### config.mk
export PLATFORM = sky130hd
export DESIGN_NAME = usr_seq_flat
export DESIGN_NICKNAME = d
export VERILOG_FILES = /design/src/rtl/usr_seq_if.sv /design/src/rtl/usr_seq.sv /design/src/flat_wrapper.sv
export SDC_FILE = /design/constraint.sdc
export NUM_CORES = 1
export LEC_CHECK = 0
export CAP_MARGIN = 10
export CORE_MARGIN = 5
export CORE_UTILIZATION = 45
export DETAILED_ROUTE_END_ITERATION = 7
export MAX_ROUTING_LAYER = met4
export PLACE_DENSITY = 0.71
export SLEW_MARGIN = 0
export SYNTH_ARGS = -nofsm -noshare
export SYNTH_HDL_FRONTEND = slang
export SYNTH_SLANG_ARGS = --single-unit
### constraint.sdc
create_clock -name clk -period 2.5 [get_ports clk]
set_input_delay 0.5 -clock clk [delete_from_list [all_inputs] [get_ports clk]]
set_output_delay 0.5 -clock clk [all_outputs]
set_load 0.01 [all_outputs]
### src/rtl/usr_seq_if.sv
// Command port of usr_seq: valid/ready handshake carrying an opcode and shift count.
interface usr_seq_if #(
  parameter int WIDTH = 8,
  parameter int AW    = $clog2(WIDTH) + 1
);
  logic          cmd_valid;
  logic          cmd_ready;
  logic [2:0]    cmd_op;
  logic [AW-1:0] cmd_amt;

  modport master (output cmd_valid, output cmd_op, output cmd_amt, input  cmd_ready);
  modport slave  (input  cmd_valid, input  cmd_op, input  cmd_amt, output cmd_ready);
endinterface

### src/rtl/usr_seq.sv
// Universal shift register with a command-sequenced multi-cycle shift/rotate engine.
module usr_seq #(
  parameter int WIDTH = 8,
  parameter int AW    = $clog2(WIDTH) + 1
) (
  input  logic             clk,
  input  logic             reset,
  usr_seq_if.slave         cmd,
  input  logic [WIDTH-1:0] D,
  input  logic             SR,
  input  logic             SL,
  output logic [WIDTH-1:0] Q,
  output logic             SO_R,
  output logic             SO_L,
  output logic             busy,
  output logic             done
);

  typedef enum logic [2:0] {
    OP_HOLD = 3'b000,
    OP_SHR  = 3'b001,
    OP_SHL  = 3'b010,
    OP_LOAD = 3'b011,
    OP_ROR  = 3'b100,
    OP_ROL  = 3'b101,
    OP_ASR  = 3'b110,
    OP_CLR  = 3'b111
  } op_t;

  typedef enum logic {
    IDLE  = 1'b0,
    SHIFT = 1'b1
  } state_t;

  state_t           state, state_nxt;
  op_t              op_q, op_nxt;
  op_t              cmd_op;
  logic [AW-1:0]    cnt, cnt_nxt;
  logic [WIDTH-1:0] q_nxt;
  logic             done_nxt;
  logic             accept;

  // One single-position step of any shift-class opcode.
  function automatic logic [WIDTH-1:0] step(op_t op, logic [WIDTH-1:0] v, logic sr, logic sl);
    case (op)
      OP_SHR:  return {sr, v[WIDTH-1:1]};
      OP_SHL:  return {v[WIDTH-2:0], sl};
      OP_ROR:  return {v[0], v[WIDTH-1:1]};
      OP_ROL:  return {v[WIDTH-2:0], v[WIDTH-1]};
      OP_ASR:  return {v[WIDTH-1], v[WIDTH-1:1]};
      default: return v;
    endcase
  endfunction

  assign cmd_op        = op_t'(cmd.cmd_op);
  assign cmd.cmd_ready = (state == IDLE) & ~reset;
  assign accept        = cmd.cmd_valid & cmd.cmd_ready;
  assign busy          = (state == SHIFT);
  assign SO_R          = Q[0];
  assign SO_L          = Q[WIDTH-1];

  always_comb begin
    state_nxt = state;
    op_nxt    = op_q;
    cnt_nxt   = cnt;
    q_nxt     = Q;
    done_nxt  = 1'b0;
    case (state)
      IDLE: begin
        if (accept) begin
          done_nxt = 1'b1;
          case (cmd_op)
            OP_HOLD: q_nxt = Q;
            OP_LOAD: q_nxt = D;
            OP_CLR:  q_nxt = '0;
            default: begin
              // First step lands on the accept edge; only N>=2 needs the SHIFT state.
              if (cmd.cmd_amt != '0) begin
                q_nxt = step(cmd_op, Q, SR, SL);
                if (cmd.cmd_amt != AW'(1)) begin
                  done_nxt  = 1'b0;
                  op_nxt    = cmd_op;
                  cnt_nxt   = cmd.cmd_amt - AW'(1);
                  state_nxt = SHIFT;
                end
              end
            end
          endcase
        end
      end
      SHIFT: begin
        q_nxt   = step(op_q, Q, SR, SL);
        cnt_nxt = cnt - AW'(1);
        if (cnt == AW'(1)) begin
          done_nxt  = 1'b1;
          state_nxt = IDLE;
        end
      end
    endcase
  end

  always_ff @(posedge clk) begin
    if (reset) begin
      state <= IDLE;
      op_q  <= OP_HOLD;
      cnt   <= '0;
      Q     <= '0;
      done  <= 1'b0;
    end else begin
      state <= state_nxt;
      op_q  <= op_nxt;
      cnt   <= cnt_nxt;
      Q     <= q_nxt;
      done  <= done_nxt;
    end
  end

endmodule

### src/flat_wrapper.sv
// flat-port wrapper written by rule: the top's interface ports become plain ports
module usr_seq_flat 
#(
  parameter int WIDTH = 8,
  parameter int AW    = $clog2(WIDTH) + 1
)
  (clk, reset, D, SR, SL, Q, SO_R, SO_L, busy, done, cmd_cmd_valid, cmd_cmd_op, cmd_cmd_amt, cmd_cmd_ready);
  usr_seq_if #(.WIDTH(WIDTH), .AW(AW)) cmd_i ();
  input  logic clk;
  input  logic reset;
  input  logic [WIDTH-1:0] D;
  input  logic SR;
  input  logic SL;
  output logic [WIDTH-1:0] Q;
  output logic SO_R;
  output logic SO_L;
  output logic busy;
  output logic done;
  input wire logic [$bits(cmd_i.cmd_valid)-1:0] cmd_cmd_valid;
  input wire logic [$bits(cmd_i.cmd_op)-1:0] cmd_cmd_op;
  input wire logic [$bits(cmd_i.cmd_amt)-1:0] cmd_cmd_amt;
  output wire logic [$bits(cmd_i.cmd_ready)-1:0] cmd_cmd_ready;
  assign cmd_i.cmd_valid = cmd_cmd_valid;
  assign cmd_i.cmd_op = cmd_cmd_op;
  assign cmd_i.cmd_amt = cmd_cmd_amt;
  assign cmd_cmd_ready = cmd_i.cmd_ready;
  usr_seq #(.WIDTH(WIDTH), .AW(AW)) u_core (.clk(clk), .reset(reset), .cmd(cmd_i), .D(D), .SR(SR), .SL(SL), .Q(Q), .SO_R(SO_R), .SO_L(SO_L), .busy(busy), .done(done));
endmodule
== Word level (Yosys, flattened, before mapping) ==
Cells that the tools add are included.
Word-level totals
  bits in registers: 17
  bits of input ports: 20
  output and inout bits: 13
Operators by class
  $add $sub $neg: 2
  eq/ne operators: 26
  mux-type cells: 23
  bitwise logic cells: 5
  reduce and logical (&&, ||, !) cells: 7
Operators by type and width (count)
  8-bit one-hot mux with 5 select lines: 2
  8-bit one-hot mux with 3 select lines: 1
  3-bit == test, second input constant: 7
  4-bit 2-to-1 mux: 4
  8-bit 2-to-1 mux: 2
  8-bit one-hot mux with 2 select lines: 1
  1-bit 2-to-1 mux: 10
  2-bit != test, second input constant: 5
  5-bit AND reduction: 2
  3-bit by 2-bit == test with 1-bit output, second input constant: 3
  4-bit != test, second input constant: 2
  8-bit != test, second input constant: 1
  4-bit one-hot mux with 2 select lines: 1
  4-bit by 1-bit subtractor with 4-bit output, second input constant: 2
  7-bit != test, second input constant: 1
  7-bit AND reduction: 1
  3-bit by 1-bit == test with 1-bit output, second input constant: 2
  6-bit != test, second input constant: 1
  5-bit != test, second input constant: 1
  4-bit by 1-bit == test with 1-bit output, second input constant: 1
  4-bit by 1-bit != test with 1-bit output, second input constant: 1
  1-bit one-hot mux with 2 select lines: 2
  4-bit AND reduction: 1
  4-bit nonzero test: 1
  other kinds (5): 8

== Logic depth before layout (Yosys ltp) ==
Gate-level depths: netlist of run 1.
  word-level depth: 6
  gate-level depth with buffers: 8
  depth with buffers taken out: 7

== Worst setup path after synthesis of run 1 ==
OpenSTA, ideal clock, no wires.
  path kind: input port to flip-flop
  start: in cmd_cmd_amt[1]
  end: reg u_core.Q[0]
  setup time: 0.071 ns
  arrival: 1.933 ns
  data required time: 2.429 ns
  slack: 0.496 ns
  stages on the path: 8
  buffers on the path: 1
  path through: inv_1 -> ha_1 -> or4b_1 -> o311a_1 -> a32o_1 -> buf_6 -> or2_0 -> a21oi_1
On the way
  cells in the longest elaborated chain, start to end: 3
Ends and longest elaborated chain
  start: declaration: RTL line flat_wrapper.sv:21  | input wire logic [$bits(cmd_i.cmd_amt)-1:0] cmd_cmd_amt;
  4-bit nonzero test: RTL line usr_seq.sv:78  | if (cmd.cmd_amt != '0) begin
  4-bit != test (no source line)
  5-bit AND reduction (no source line)
  end signal: assignment: RTL line usr_seq.sv:113  | Q <= q_nxt;
  end: declaration: RTL line usr_seq.sv:12  | output logic [WIDTH-1:0] Q,
No other way between the ends.
A chain may end at the register's enable or synchronous reset.

== Worst setup path in the final report of run 1 ==
Same ends and word-level chain as after synthesis.

==> run summary, run 1 <==
Status: finished clean
Dpl hpwl: 2870 um
Fin nets: 236
Clk sinks: 17
First DRT Iteration DRCs: 98
Max-Cap Viols: 0
Cells after Synth: 173
First-pass GRT wire length: 6320 um
Minimum clock period: 2180 ps
Pwr/cell area: 384 mW/mm^2
Hold buffers post-CTS: 0
Crit Path Max Fanout: 6
ANT cells: 0
Yosys warns: 0
Avg Cell Area, Syn: 7.46 sq um
Clk pwr share: 0.218
Layout cells sized above 1: 0.0948
Total track usage: 0.191
Worst Reg-to-Reg Cells: 6
DRT Pass-1 Iters: 4
VDD IR-drop max: 0.265 mV
Main area contributors after synthesis: dfxtp_1 26%, a21oi_1 6.6%, nand2_1 5.5%, o221ai_1 4.1%, ha_1 3.9%
Crit end category: register
Die Y: 63.6 um
Post-synth EDFFs: 0
Initial antenna violation count: 0
DR WL/cell: 15.3 um
Initial Util: 0.468
Most used DFF post-synth: dfxtp_1
Post_cts resized: 0
Leakage: 0.631 nW
Vias in the first global route: 1355
Port bufs: 32
Clock transition at path regs: 90 ps
Cell count of the worst hold path: 2
H-tree depth: 1
Fmax: 458 MHz
Antenna Nets Post-Route: 0
Int Power: 0.000458 W
WL met1: 1760 um
Max Used Layer: met4
GRT overflow: 0
Top Ports: 33
WL met3: 235 um
Comb pwr share: 0.323
Core area: 0.00276 sq mm
Unrepaired setup endpoints after global routing: no
Final design utilization: 0.624
Switching power: 0.000203 W
Synth Cell Area: 0.00129 sq mm
GPL Wtd Cong: 0.868
Library cells used by synthesis: 48
Num rows: 19
Startpoint Class: input pin
Final clock skew: 6.09 ps
Setup-failing EPs final: 0
Setup TNS: 0 ps
Vias per cell: 6.01
Routed vias: 1454
Number of remaining DRC errors: 0
CTS tree: done
Critical Path RT: 2710 ps
Die area: 0.00404 sq mm
Least-Margin Pin Slew: 468 ps
Post-synth ARST share: 0
Routed WL: 3700 um
Path type of the worst min-delay path: reg2reg
Endpoints failing hold: 0
Worst slew margin: 0.688
Cell taking the most area after synthesis: dfxtp_1
Seq pwr share: 0.460
Switching share of power: 0.307
Die Wd: 63.6 um
Synth Register Bits: 17
Post-synthesis sequential area ratio: 0.264
Synth top area share: 0.264
Setup bufs post-CTS: 0
Slew Viols, Final: 0
Largest net degree at the start of global routing: 15
Clock Latency Late Sink: 280 ps
P&R area growth vs syn: 33.3%
CTS max path bufs: 2
Period utilization: 0.874
Met2 Routed Length: 1680 um
Critical path class: in2reg
Syn nets: 197
WP data arrival: 2400 ps
CTS root buf: clkbuf_4
TritonCTS Buffers: 3
-- cell usage in the layout (no fill, tap or decap), drive strengths merged, types with 2 or more instances in the layout --
cell | netlist | final
dfxtp | 17 | 17
buf | 6 | 15
or2 | 2 | 2
inv | 6 | 6
nand3 | 8 | 8
clkbuf | 7 | 4
a31oi | 4 | 4
nor3 | 2 | 2
a32o | 2 | 2
nand2b | 2 | 2
nor4bb | 2 | 2
nand2 | 19 | 19
xnor2 | 2 | 2
and3 | 2 | 2
nor3b | 4 | 4
o21ai | 6 | 6
nand3b | 3 | 3
o221ai | 6 | 6
clkinv | 2 | 2
o211ai | 2 | 2
or3 | 4 | 4
o22ai | 8 | 8
a21oi | 17 | 17
o31ai | 2 | 2
nor2 | 12 | 12
ha | 4 | 4
clkdlybuf4s50 | 0 | 32
mux2i | 4 | 4
-- cell usage after synthesis (2+ instances only) --
cell	count
a31oi_1	4
clkinv_1	2
inv_1	6
dfxtp_1	17
o22ai_1	8
nor2_1	12
nor3_1	2
o21ai_0	6
o221ai_1	6
a32o_1	2
nand3b_1	3
buf_4	2
and3_1	2
buf_2	3
o31ai_1	2
a21oi_1	17
nand2_1	19
clkbuf_1	7
nand2b_1	2
or3_1	4
nor3b_1	4
xnor2_1	2
nand3_1	8
nor4bb_1	2
ha_1	4
o211ai_1	2
mux2i_1	4
-- power groups by stage --
stage | logic (W) | clock network (W) | registers, W
2_1_floorplan | 0.000127 | 0 | 0.000302
3_3_place_gp | 0.000207 | 0 | 0.000309
3_5_place_dp | 0.000212 | 0 | 0.000310
4_1_cts | 0.000213 | 0.000151 | 0.000303
5_1_grt | 0.000235 | 0.000165 | 0.000307
6_report | 0.000214 | 0.000144 | 0.000304
-- area by class of cell --
class / count / area [sq um]
Timing Repair Buffer: 47 / 433
Clock buffer: 4 / 26.3
Fill cell: 236 / 1040
Multi-Input combinational cell: 135 / 853
Inverter: 8 / 30.0
Sequential cell: 17 / 340
Tap cell: 31 / 38.8
-- flip-flops by register name, indices dropped and copies added, names as in the netlist --
name and cells:
u_core.op_q 3, u_core.cnt 4, u_core.Q 8, u_core.done 1, u_core.busy 1
-- path summary, 6_finish.rpt --
check	start	to	slack, ps
worst max-delay path	cmd_cmd_amt[1]	u_core.Q[0]	320
worst min-delay path	u_core.Q[6]	u_core.Q[6]	540
worst max register to register	u_core.busy	u_core.cnt[3]	630
worst min register to register	u_core.Q[6]	u_core.Q[6]	540
-- cell families after synthesis --
logic type	count (synthesis)	share of synthesized area
multiplexers	5	0.0397
adder cells (fa/ha/maj)	4	0.0388
AND/OR/NAND/NOR	67	0.276
buffers and inverters	21	0.0756
flip-flops	17	0.264
AO/OA/AOI/OAI	57	0.293
XOR/XNOR	2	0.0136
-- through the flow --
step	instance area (sq um)	hold slack [ps]	instances	setup WS, ps	power (W)
after floorplan	1290	498	173	496	0.000429
final	1720	539	242	316	0.000661
after CTS	1720	538	242	321	0.000668
after global placement	1700	509	238	114	0.000516
after detailed placement	1700	523	238	30.6	0.000521
after global routing	1720	569	242	208	0.000707
-- layer usage --
metal	track usage	up-vias
li1	-	730
met1	0.265	676
met2	0.292	46
met3	0.0302	2
met4	0.0390	0
met5	-	-
-- critical path, stage by stage --
cell	delay, ps
clkdlybuf4s50_1	420
inv_1	100
ha_1	170
or4b_1	440
o311a_1	140
a32o_1	280
or2_0	210
a21oi_1	130
Note: power is estimated with default switching activity, not from simulation.
==> run 2, diff against run 1 <==
--- a/config.mk
+++ b/config.mk
@@ -7,10 +7,10 @@
 export LEC_CHECK = 0
 export CAP_MARGIN = 10
 export CORE_MARGIN = 5
-export CORE_UTILIZATION = 45
+export CORE_UTILIZATION = 48
 export DETAILED_ROUTE_END_ITERATION = 7
 export MAX_ROUTING_LAYER = met4
-export PLACE_DENSITY = 0.71
+export PLACE_DENSITY = 0.76
 export SLEW_MARGIN = 0
 export SYNTH_ARGS = -nofsm -noshare
 export SYNTH_HDL_FRONTEND = slang
==> run summary, run 2 (same netlist as run 1, synthesis figures left out) <==
Least-Margin Pin Slew: 367 ps (-100 ps)
TritonCTS Buffers: 3 (unchanged)
Switching share of power: 0.320 (+0.0123)
P&R area growth vs syn: 32.8%
Port bufs: 32 (unchanged)
Routed vias: 1482 (+1.9%)
ANT cells: 0 (unchanged)
Post_cts resized: 0 (unchanged)
WL met3: 332 um (+41%)
Die area: 0.00383 sq mm (-5.3%)
Core area: 0.00252 sq mm (-8.5%)
Endpoints failing hold: 0 (unchanged)
Worst slack, placed: 72.4 ps (+41.8 ps)
Leakage: 0.629 nW (-0.39%)
First-pass GRT wire length: 6250 um (-1.1%)
WL met1: 1710 um (-2.4%)
Most common cell after layout, fill and taps aside: clkdlybuf4s50_1
Setup TNS: 0 ps (unchanged)
Largest net degree at the start of global routing: 20 (+5)
Fmax: 461 MHz (+0.75%)
Crit Path Max Fanout: 3 (-3)
Initial Util: 0.512 (+0.0437)
Fin nets: 235 (-0.42%)
GRT overflow: 0 (unchanged)
H-tree depth: 1 (unchanged)
Hold buffers post-CTS: 0 (unchanged)
Critical Path RT: 2000 ps (-710 ps)
CTS max path bufs: 2 (unchanged)
Total track usage: 0.225 (+0.0339)
Most frequent cells in the layout: 32 x clkdlybuf4s50_1, 19 x nand2_1, 17 x a21oi_1, 17 x dfxtp_1, 14 x buf_4
Met2 Routed Length: 1700 um (+1.3%)
Layout cells sized above 1: 0.0952 (+0.000451)
Path type of the worst min-delay path: reg2reg
Num rows: 18 (-1)
GPL Wtd Cong: 0.909 (+4.8%)
Dpl hpwl: 2880 um (+0.20%)
Minimum clock period: 2170 ps (-16.3 ps)
Worst slew margin: 0.753 (+0.0650)
Delay-heaviest family, CP: buffers and inverters
First DRT Iteration DRCs: 111 (+13%)
Number of remaining DRC errors: 0 (unchanged)
Slowest-stage cell, CP: clkdlybuf4s50_1
Pwr/cell area: 390 mW/mm^2 (+1.5%)
Period utilization: 0.867 (-0.00651)
Cell count of the worst hold path: 2 (unchanged)
Crit end category: output port
Max Used Layer: met4
Worst-path cell chain: clkdlybuf4s50_1 > nor2_1 > clkdlybuf4s50_1
VDD IR-drop max: 0.484 mV (+82%)
Initial antenna violation count: 0 (unchanged)
Routed WL: 3800 um (+2.9%)
Startpoint Class: input pin
Setup bufs post-CTS: 0 (unchanged)
Critical path class: in2out
Clk sinks: 17 (unchanged)
Total power: 0.000668 W (+1.0%)
Max FFs per register: 8 (unchanged)
DRT Pass-1 Iters: 4 (unchanged)
Largest reg by FF count: u_core.Q
Comb pwr share: 0.323 (about the same)
Biggest regs: u_core.Q: 8 flops, u_core.cnt: 4 flops, u_core.op_q: 3 flops
DR WL/cell: 15.9 um (+3.8%)
Crit path setup slack, layout: 332 ps (+16.3 ps)
Switching power: 0.000214 W (+5.1%)
Vias in the first global route: 1371 (+1.2%)
Antenna Nets Post-Route: 0 (unchanged)
Die Wd: 61.9 um (-2.7%)
Seq pwr share: 0.450 (-0.010)
Status: finished clean
Vias per cell: 6.18 (+2.8%)
Int Power: 0.000455 W (-0.79%)
Worst path most repeated cell: clkdlybuf4s50_1
Max-Cap Viols: 0 (unchanged)
Top Ports: 33 (unchanged)
WP data arrival: 1670 ps (-730 ps)
CTS root buf: clkbuf_4
Die Y: 61.9 um (-2.7%)
Unrepaired setup endpoints after global routing: no
CTS tree: done
Final clock skew: 6.43 ps (+0.335 ps)
Slew Viols, Final: 0 (unchanged)
CP peak stage delay: 550 ps (+110 ps)
Clock transition at path regs: 100 ps (about the same)
Clk pwr share: 0.226 (+0.008)
Crit path depth: 3 (-5)
Clock Latency Late Sink: 300 ps (+20 ps)
CP bufs+invs: 2 (unchanged)
Setup-failing EPs final: 0 (unchanged)
Worst Reg-to-Reg Cells: 6 (unchanged)
## run 2: cell count changes in the layout (fill, tap and decap cells not counted)
cell / before / now
buf_4: 15 / 14
clkbuf_1: 1 / 0
clkinv_2: 0 / 1
## run 2: metal layers
metal,vias to the layer above,GRT usage
met5,-,-
met4,0,0.0788
met3,6,0.0310
met2,65,0.341
met1,687,0.305
li1,724,-
## run 2: power by group through the flow
stage	Clock (W)	Combinational, W	Sequential, W
final	0.000151	0.000216	0.000301
after global routing	0.000164	0.000239	0.000304
after CTS	0.000151	0.000214	0.000300
after detailed placement	0	0.000213	0.000306
after global placement	0	0.000208	0.000305
after floorplan	0	0.000127	0.000302
## run 2: tightest hold or removal path: cells and delay by family (launching register included)
kind | cells | cell delay, ps
simple gates | 1 | 70
flops | 1 | 360
compound gates | 1 | 60
## run 2: metrics by stage
step                cell area [sq um]  instances  utilization  hold slack, ps
detailed placement               1690        236        0.669             520
floorplan                        1290        173            -             498
global route                     1710        240        0.680             560
global placement                 1690        236        0.669             511
CTS                              1710        240        0.680             529
finish                           1710        240        0.680             537
## run 2: final timing paths
check                       end      startpoint  slack (ps)
setup / recovery  cmd_cmd_ready           reset         330
hold / removal      u_core.Q[4]     u_core.Q[4]         540
hold reg to reg     u_core.Q[4]     u_core.Q[4]         540
setup reg to reg    u_core.Q[5]  u_core.op_q[1]         610
## run 2: cell type report
type                    count  area (sq um)
clock inverters             1          5.00
multi-input cells         135           853
flip-flops and latches     17           340
clock buffers               3          22.5
well taps                  30          37.5
repair buffers             46           425
fillers                   235           808
inverters                   8          30.0
==> run 3, diff against run 2 <==
--- a/config.mk
+++ b/config.mk
@@ -11,6 +11,7 @@
 export DETAILED_ROUTE_END_ITERATION = 7
 export MAX_ROUTING_LAYER = met4
 export PLACE_DENSITY = 0.76
+export SKIP_CTS_REPAIR_TIMING = 1
 export SLEW_MARGIN = 0
 export SYNTH_ARGS = -nofsm -noshare
 export SYNTH_HDL_FRONTEND = slang
==> results of run 3 <==
Final layout, timing and power as in run 2 (identical DEF).
